**src/rtl/serial_cmp_accum.sv**
```systemverilog
// Bit-serial word comparator: folds NUM_SLICES 2-bit slice results (MS slice first) into a
// registered word-level less/equal/greater. Optional malformed-slice check: SLICE_ONEHOT_CHECK_EN.
module serial_cmp_accum #(
  parameter int NUM_SLICES = 4,
  parameter int CNT_W      = 3
) (
  input  logic             clk,
  input  logic             rst,
  input  logic             start,
  input  logic             slice_valid,
  input  logic             slice_less,
  input  logic             slice_equal,
  input  logic             slice_greater,
  output logic             busy,
  output logic             done,
  output logic             less,
  output logic             equal,
  output logic             greater,
  output logic [CNT_W-1:0] slice_cnt,
  output logic             slice_err
);

  typedef enum logic [1:0] {IDLE, ACCUM, DONE} state_t;

  localparam logic [CNT_W-1:0] LAST_CNT = CNT_W'(NUM_SLICES - 1);

  state_t           state_q, state_d;
  logic [CNT_W-1:0] cnt_q, cnt_d;
  logic             dec_q, dec_d;
  logic             lt_q, lt_d;
  logic             gt_q, gt_d;
  logic             less_q, less_d;
  logic             equal_q, equal_d;
  logic             greater_q, greater_d;
  logic             start_ok;
  logic             accept;

  assign start_ok = start && (state_q != ACCUM);
  assign accept   = (state_q == ACCUM) && slice_valid;

  always_ff @(posedge clk or posedge rst) begin
    if (rst) begin
      state_q   <= IDLE;
      cnt_q     <= '0;
      dec_q     <= 1'b0;
      lt_q      <= 1'b0;
      gt_q      <= 1'b0;
      less_q    <= 1'b0;
      equal_q   <= 1'b0;
      greater_q <= 1'b0;
    end else begin
      state_q   <= state_d;
      cnt_q     <= cnt_d;
      dec_q     <= dec_d;
      lt_q      <= lt_d;
      gt_q      <= gt_d;
      less_q    <= less_d;
      equal_q   <= equal_d;
      greater_q <= greater_d;
    end
  end

  always_comb begin
    state_d   = state_q;
    cnt_d     = cnt_q;
    dec_d     = dec_q;
    lt_d      = lt_q;
    gt_d      = gt_q;
    less_d    = less_q;
    equal_d   = equal_q;
    greater_d = greater_q;
    case (state_q)
      IDLE, DONE: begin
        if (start_ok) begin
          state_d = ACCUM;
          cnt_d   = '0;
          dec_d   = 1'b0;
          lt_d    = 1'b0;
          gt_d    = 1'b0;
        end else begin
          state_d = IDLE;
        end
      end
      ACCUM: begin
        if (accept) begin
          cnt_d = cnt_q + CNT_W'(1);
          // First non-equal slice decides; greater wins over less on a malformed slice.
          if (!dec_q) begin
            if (slice_greater) begin
              gt_d  = 1'b1;
              dec_d = 1'b1;
            end else if (slice_less) begin
              lt_d  = 1'b1;
              dec_d = 1'b1;
            end
          end
          if (cnt_q == LAST_CNT) begin
            state_d   = DONE;
            less_d    = lt_d;
            greater_d = gt_d;
            equal_d   = !(lt_d || gt_d);
          end
        end
      end
      default: state_d = IDLE;
    endcase
  end

  assign busy      = (state_q == ACCUM);
  assign done      = (state_q == DONE);
  assign less      = less_q;
  assign equal     = equal_q;
  assign greater   = greater_q;
  assign slice_cnt = cnt_q;

`ifdef SLICE_ONEHOT_CHECK_EN
  logic err_q, err_d;
  logic onehot;

  always_comb begin
    case ({slice_less, slice_equal, slice_greater})
      3'b100, 3'b010, 3'b001: onehot = 1'b1;
      default:                onehot = 1'b0;
    endcase
  end

  always_comb begin
    err_d = err_q;
    if (start_ok)
      err_d = 1'b0;
    else if (accept && !onehot)
      err_d = 1'b1;
  end

  always_ff @(posedge clk or posedge rst) begin
    if (rst) err_q <= 1'b0;
    else     err_q <= err_d;
  end

  assign slice_err = err_q;
`else
  logic unused_equal;
  assign unused_equal = slice_equal;
  assign slice_err    = 1'b0;
`endif

endmodule

```
**config.mk**
```make
export PLATFORM = sky130hd
export DESIGN_NAME = serial_cmp_accum
export DESIGN_NICKNAME = d
export VERILOG_FILES = /design/src/rtl/serial_cmp_accum.sv
export SDC_FILE = /design/constraint.sdc
export NUM_CORES = 1
export LEC_CHECK = 0
export ABC_AREA = 1
export CELL_PAD_IN_SITES_DETAIL_PLACEMENT = 1
export CELL_PAD_IN_SITES_GLOBAL_PLACEMENT = 1
export CORE_MARGIN = 8
export CORE_UTILIZATION = 32
export DETAILED_ROUTE_END_ITERATION = 6
export PLACE_DENSITY = 0.74
export SLEW_MARGIN = 20
export SYNTH_ARGS = -nofsm -noshare
export SYNTH_HDL_FRONTEND = slang
export SYNTH_SLANG_ARGS = --single-unit
```
**constraint.sdc**
```tcl
create_clock -name clk -period 1.2 [get_ports clk]
set_input_delay 0.24 -clock clk [delete_from_list [all_inputs] [get_ports clk]]
set_output_delay 0.24 -clock clk [all_outputs]
set_load 0.03 [all_outputs]
```
# Word-level counts from Yosys, hierarchy flattened
# Index checks and enable logic that the tools add are counted.
[op_classes]
n_addsub = 1
n_eq_ne = 7
n_mux = 26
n_reduce_logical = 10
[op_table]
columns = ["op", "count"]
rows = [
  ["1-bit 2-to-1 mux", 17],
  ["3-bit 2-to-1 mux", 2],
  ["2-bit by 1-bit != test with 1-bit output, second input constant", 3],
  ["1-bit one-hot mux with 2 select lines", 3],
  ["3-bit one-hot mux with 2 select lines", 1],
  ["3-bit AND reduction", 2],
  ["2-bit 2-to-1 mux", 2],
  ["2-bit one-hot mux with 2 select lines", 1],
  ["3-bit by 1-bit adder with 3-bit output, second input constant", 1],
  ["3-bit by 2-bit equality test with 1-bit output, second input constant", 1],
  ["2-bit by 1-bit equality test with 1-bit output, second input constant", 1],
  ["2-bit equality test, second input constant", 1],
  ["1-bit logical AND", 2],
  ["2-bit logical NOT", 1],
  ["2-bit != test, second input constant", 1],
  ["2-bit AND reduction", 1],
  ["2-bit nonzero test", 1],
  ["2-bit OR reduction", 1],
  ["1-bit logical NOT", 1],
  ["1-bit logical OR", 1],
]
[totals]
register_bits = 11
word_cells = 52

# Depth between registers and ports, before layout
[logic_depth]
depth_word = 7
depth_mapped = 7
ltp_nobuf = 7

# Least setup slack after synthesis
# Ideal clock, no wire load.
[synth_path]
path_kind = "register to register"
startpoint = "register cnt_q[0], in the netlist slice_cnt[0]"
endpoint = "register cnt_q[2], in the netlist slice_cnt[2]"
t_arrival_ns = 1.202
slack_ns = -0.085
stages_incl_launch_ff = 6
n_path_buf = 0
cell_sequence = "dfrtp_1 -> ha_1 -> ha_1 -> nor2_1 -> nand2_1 -> o21ai_0"
[synth_between]
elab_chain_cells = 3
[synth_lines]
columns = ["element", "line", "rtl"]
rows = [
  ["from (decl)", "28", "logic [CNT_W-1:0] cnt_q, cnt_d;"],
  ["from (signal assigned)", "53", "cnt_q <= cnt_d;"],
  ["3-bit by 1-bit adder with 3-bit output", "86", "cnt_d = cnt_q + CNT_W'(1);"],
  ["3-bit 2-to-1 mux", "85", "if (accept) begin"],
  ["3-bit one-hot mux with 2 select lines", "72", "case (state_q)"],
]
# Every way passes these cells. The select of a mux whose other input is x is not followed.
# A chain may end at the register's enable or synchronous reset.

# Worst setup path after layout
[layout_path]
startpoint = "register state_q[1]"
endpoint = "output port done"
[layout_between]
elab_chain_cells = 1
[layout_lines]
columns = ["element", "line", "rtl"]
rows = [
  ["from (decl)", "27", "state_t state_q, state_d;"],
  ["from (signal assigned)", "52", "state_q <= state_d;"],
  ["2-bit equality test", "110", "assign done = (state_q == DONE);"],
  ["to (decl)", "15", "output logic done,"],
]
# Every way passes these cells.

==> flow_metrics.py <==
metrics = {
    "place": {
        "place_congestion": 0.7279,
        "dp_hpwl_um": 1123,
        "numPortBuffers": 13,
    },
    "die": {
        "core-area_sq_mm": 0.001670,
        "start_util": 0.3296,
        "die_width_um": 57.48,
        "io_pins": 16,
        "rows": 15,
        "dieArea_sq_mm": 0.003303,
        "die_h_um": 57.48,
    },
    "final_layout": {
        "regArea_sq_um": 277.8,
        "drive_gt1_frac": 0.4045,
        "areaGrowthSynthToFinish_pct": 44.09,
        "fin_nets": 99,
        "n_fill_cell": 204,
        "diodes": 0,
        "multi_input_area_sq_um": 250.2,
    },
    "clock_tree": {
        "path_clk_slew_ns": 0.07,
        "clockRootBuffer": "clkbuf_4",
        "clockBufferDepth": 2,
        "cts.htree.levels": 1,
        "tritoncts": "done",
        "cts_sinks": 11,
        "cts_buffers": 3,
        "clkLatencyLatePin_ns": 0.26,
    },
    "yosys": {
        "synth.cell_area_sq_um": 550.5,
        "ys_types": 17,
        "syn_area_per_cell_sq_um": 8.341,
        "ys_dominant_reg_cell": "dfrtp_1",
        "synth_seq_area_share": 0.5000,
        "ys_top_cells_by_count": "nand2_1, dfrtp_1, nor2_1",
        "synth_top_cell_by_area": "dfrtp_1",
        "synth_edf_count": 0,
        "synthCells": 66,
        "synth.top_cell.area_share": 0.5000,
        "synthTopCellsByArea": "dfrtp_1, nand2_1, nor2_1, ha_1, inv_1",
        "ys_warn_count": 0,
        "syn-num-nets": 75,
        "synth-seq-cells": 11,
        "yosysMostFrequentCell": "nand2_1",
        "async_flop_share": 1.000,
    },
    "sta": {
        "holdWs_ns": 0.2668,
        "rsz0062_at_grt": "yes",
        "max_freq_ghz": 0.8426,
        "final.min_clock_period_ns": 1.187,
        "setup_viol": 0,
        "drv_slew": 0,
        "fin_crit_sh": 0.9890,
        "fin_tns_setup_ns": 0,
        "hold_violations": 0,
        "fin_worst_skew_ns": 0.002562,
    },
    "critical_path": {
        "cp_slowest_cell": "dfrtp_1",
        "worstReg2RegEnd": "slice_cnt[2]$_DFFE_PP0P_",
        "r2r-start": "slice_cnt[1]$_DFFE_PP0P_",
        "worstSetupPathType": "reg -> out",
        "startpoint_type": "flip-flop",
        "end_kind": "output port",
        "required_ns": 0.96,
        "critPathMaxStageDelay_ns": 0.40,
        "crit_path_start": "state_q[1]$_DFFE_PP0P_",
        "critical_path.endpoint": "done",
        "r2r_slack_ns": 0.03,
        "crit_path_cell_trace": "inv_2 > nor2_2 > buf_6",
        "worstPathArrival_ns": 0.95,
        "path_max_fanout": 2,
        "rr_worst_depth": 5,
    },
    "detailed_routing": {
        "ant_nets": 0,
        "firstDrtPassIters": 3,
        "drc": 0,
        "vias": 491,
        "detail_route.wl_per_cell_um": 13.30,
        "drt_iter0_markers": 3,
        "routed_wl_um": 1410,
        "via_per_inst": 4.632,
    },
    "global_route": {
        "grt_pass1_vias": 567,
        "grt.total_usage": 0.09203,
        "overflow": 0,
        "grt_max_degree": 12,
        "grt_pass1_wl_um": 2352,
        "antenna_found_initial": 0,
    },
    "worst_hold_path": {
        "hp-class": "in -> async",
    },
    "power_and_ir_drop": {
        "leakage_uw": 0.0004299,
        "powerDensity_mw_per_mm2": 2517,
        "vdd_drop_max_uv": 964.4,
    },
    "run": {
        "drv_cap": 0,
    },
    "run_status": {
        "status": "completed",
    },
}
[repair_timing]
item                       4_1_cts  5_1_grt
buffers inserted                 3        1
pin swaps                        1        5
hold buffers                     0        0
setup endpoints to repair        3        8
hold endpoints to repair         0        0
gates resized for setup          2        9
cloned                           0        0
[how the worst min path moves through the flow]
stage                     startpoint                 to  slack (ns)  cells after the start
global route                     rst   lt_q$_DFFE_PP0P_        0.31                      2
floorplan                        rst  dec_q$_DFFE_PP0P_        0.09                      1
finish                           rst   lt_q$_DFFE_PP0P_        0.27                      2
global placement    gt_q$_DFFE_PP0P_   gt_q$_DFFE_PP0P_        0.46                      2
CTS                              rst  equal$_DFFE_PP0P_        0.28                      2
detailed placement  less$_DFFE_PP0P_   less$_DFFE_PP0P_        0.47                      2
[cell type report]
type                       instances  area share
multi-input combinational         44      0.3155
inverter                          10     0.05047
tap                               17     0.02681
sequential                        11      0.3502
clock buffer                       4     0.03312
timing repair buffer              20      0.2240
[worst max-delay path, delay by kind of cell, from the launching register on]
family,cells,cell delay [ns]
DFF,1,0.40
buffers and inverters,2,0.20
and+or+nand+nor,1,0.09
[layer usage]
| layer | track usage | vias to the layer above | part of all wire |
|---|---|---|---|
| met4 | 0.07500 | 0 | 0.019 |
| met3 | 0.02018 | 2 | 0.033 |
| met1 | 0.08986 | 238 | 0.42 |
| li1 | - | 242 | - |
| met5 | 0 | - | 0 |
| met2 | 0.1624 | 9 | 0.52 |
[report_power, final]
| group | total, uW | internal (uW) | switching [uW] |
|---|---|---|---|
| registers | 627 | 526 | 100 |
| logic | 1120 | 465 | 653 |
| clock network | 252 | 128 | 123 |
[registers in the layout, indices dropped and copies added (netlist names)]
signal and cells:
state_q 2, equal 1, gt_q 1, greater 1, dec_q 1, lt_q 1
less 1, slice_cnt 3
[through the flow]
stage / area [sq um] / power (uW) / worst slack [ns] / utilization / instances
2_1_floorplan: 555.5 / 1251 / 0.005024 / - / 66
3_3_place_gp: 701.9 / 1557 / -0.07865 / 0.4202 / 98
3_5_place_dp: 701.9 / 1604 / -0.1078 / 0.4202 / 98
4_1_cts: 758.2 / 1951 / -0.02932 / 0.4539 / 105
5_1_grt: 793.3 / 2156 / -0.04707 / 0.4749 / 106
6_report: 793.3 / 1997 / 0.01324 / 0.4749 / 106
[cells by family after synthesis]
| group | synth area share |
|---|---|
| AOI/OAI and AO/OA | 0.04772 |
| and+or+nand+nor | 0.3182 |
| adders and majority gates | 0.04545 |
| buffers and inverters | 0.08181 |
| DFF | 0.5000 |
| other | 0.006812 |
[cell usage in the layout, fill, tap and decap left out]
| cell type | netlist | layout |
|---|---|---|
| nand2_2 | 3 | 2 |
| buf_6 | 0 | 4 |
| nor2_1 | 10 | 9 |
| nand2_1 | 17 | 16 |
| inv_1 | 6 | 6 |
| nor2_4 | 2 | 2 |
| inv_2 | 4 | 3 |
| nand3_1 | 3 | 3 |
| a21oi_1 | 1 | 1 |
| o21ai_2 | 1 | 1 |
| clkbuf_4 | 0 | 3 |
| inv_4 | 0 | 1 |
| nand2_4 | 1 | 3 |
| nor2_2 | 1 | 2 |
| clkbuf_1 | 0 | 1 |
| dfrtp_2 | 0 | 2 |
| conb_1 | 1 | 1 |
| clkdlybuf4s50_1 | 0 | 5 |
| buf_4 | 1 | 11 |
| ha_2 | 0 | 2 |
| dfrtp_1 | 11 | 9 |
| o21bai_1 | 1 | 1 |
| o21ai_1 | 0 | 1 |
(Power assumes the default switching activity.)
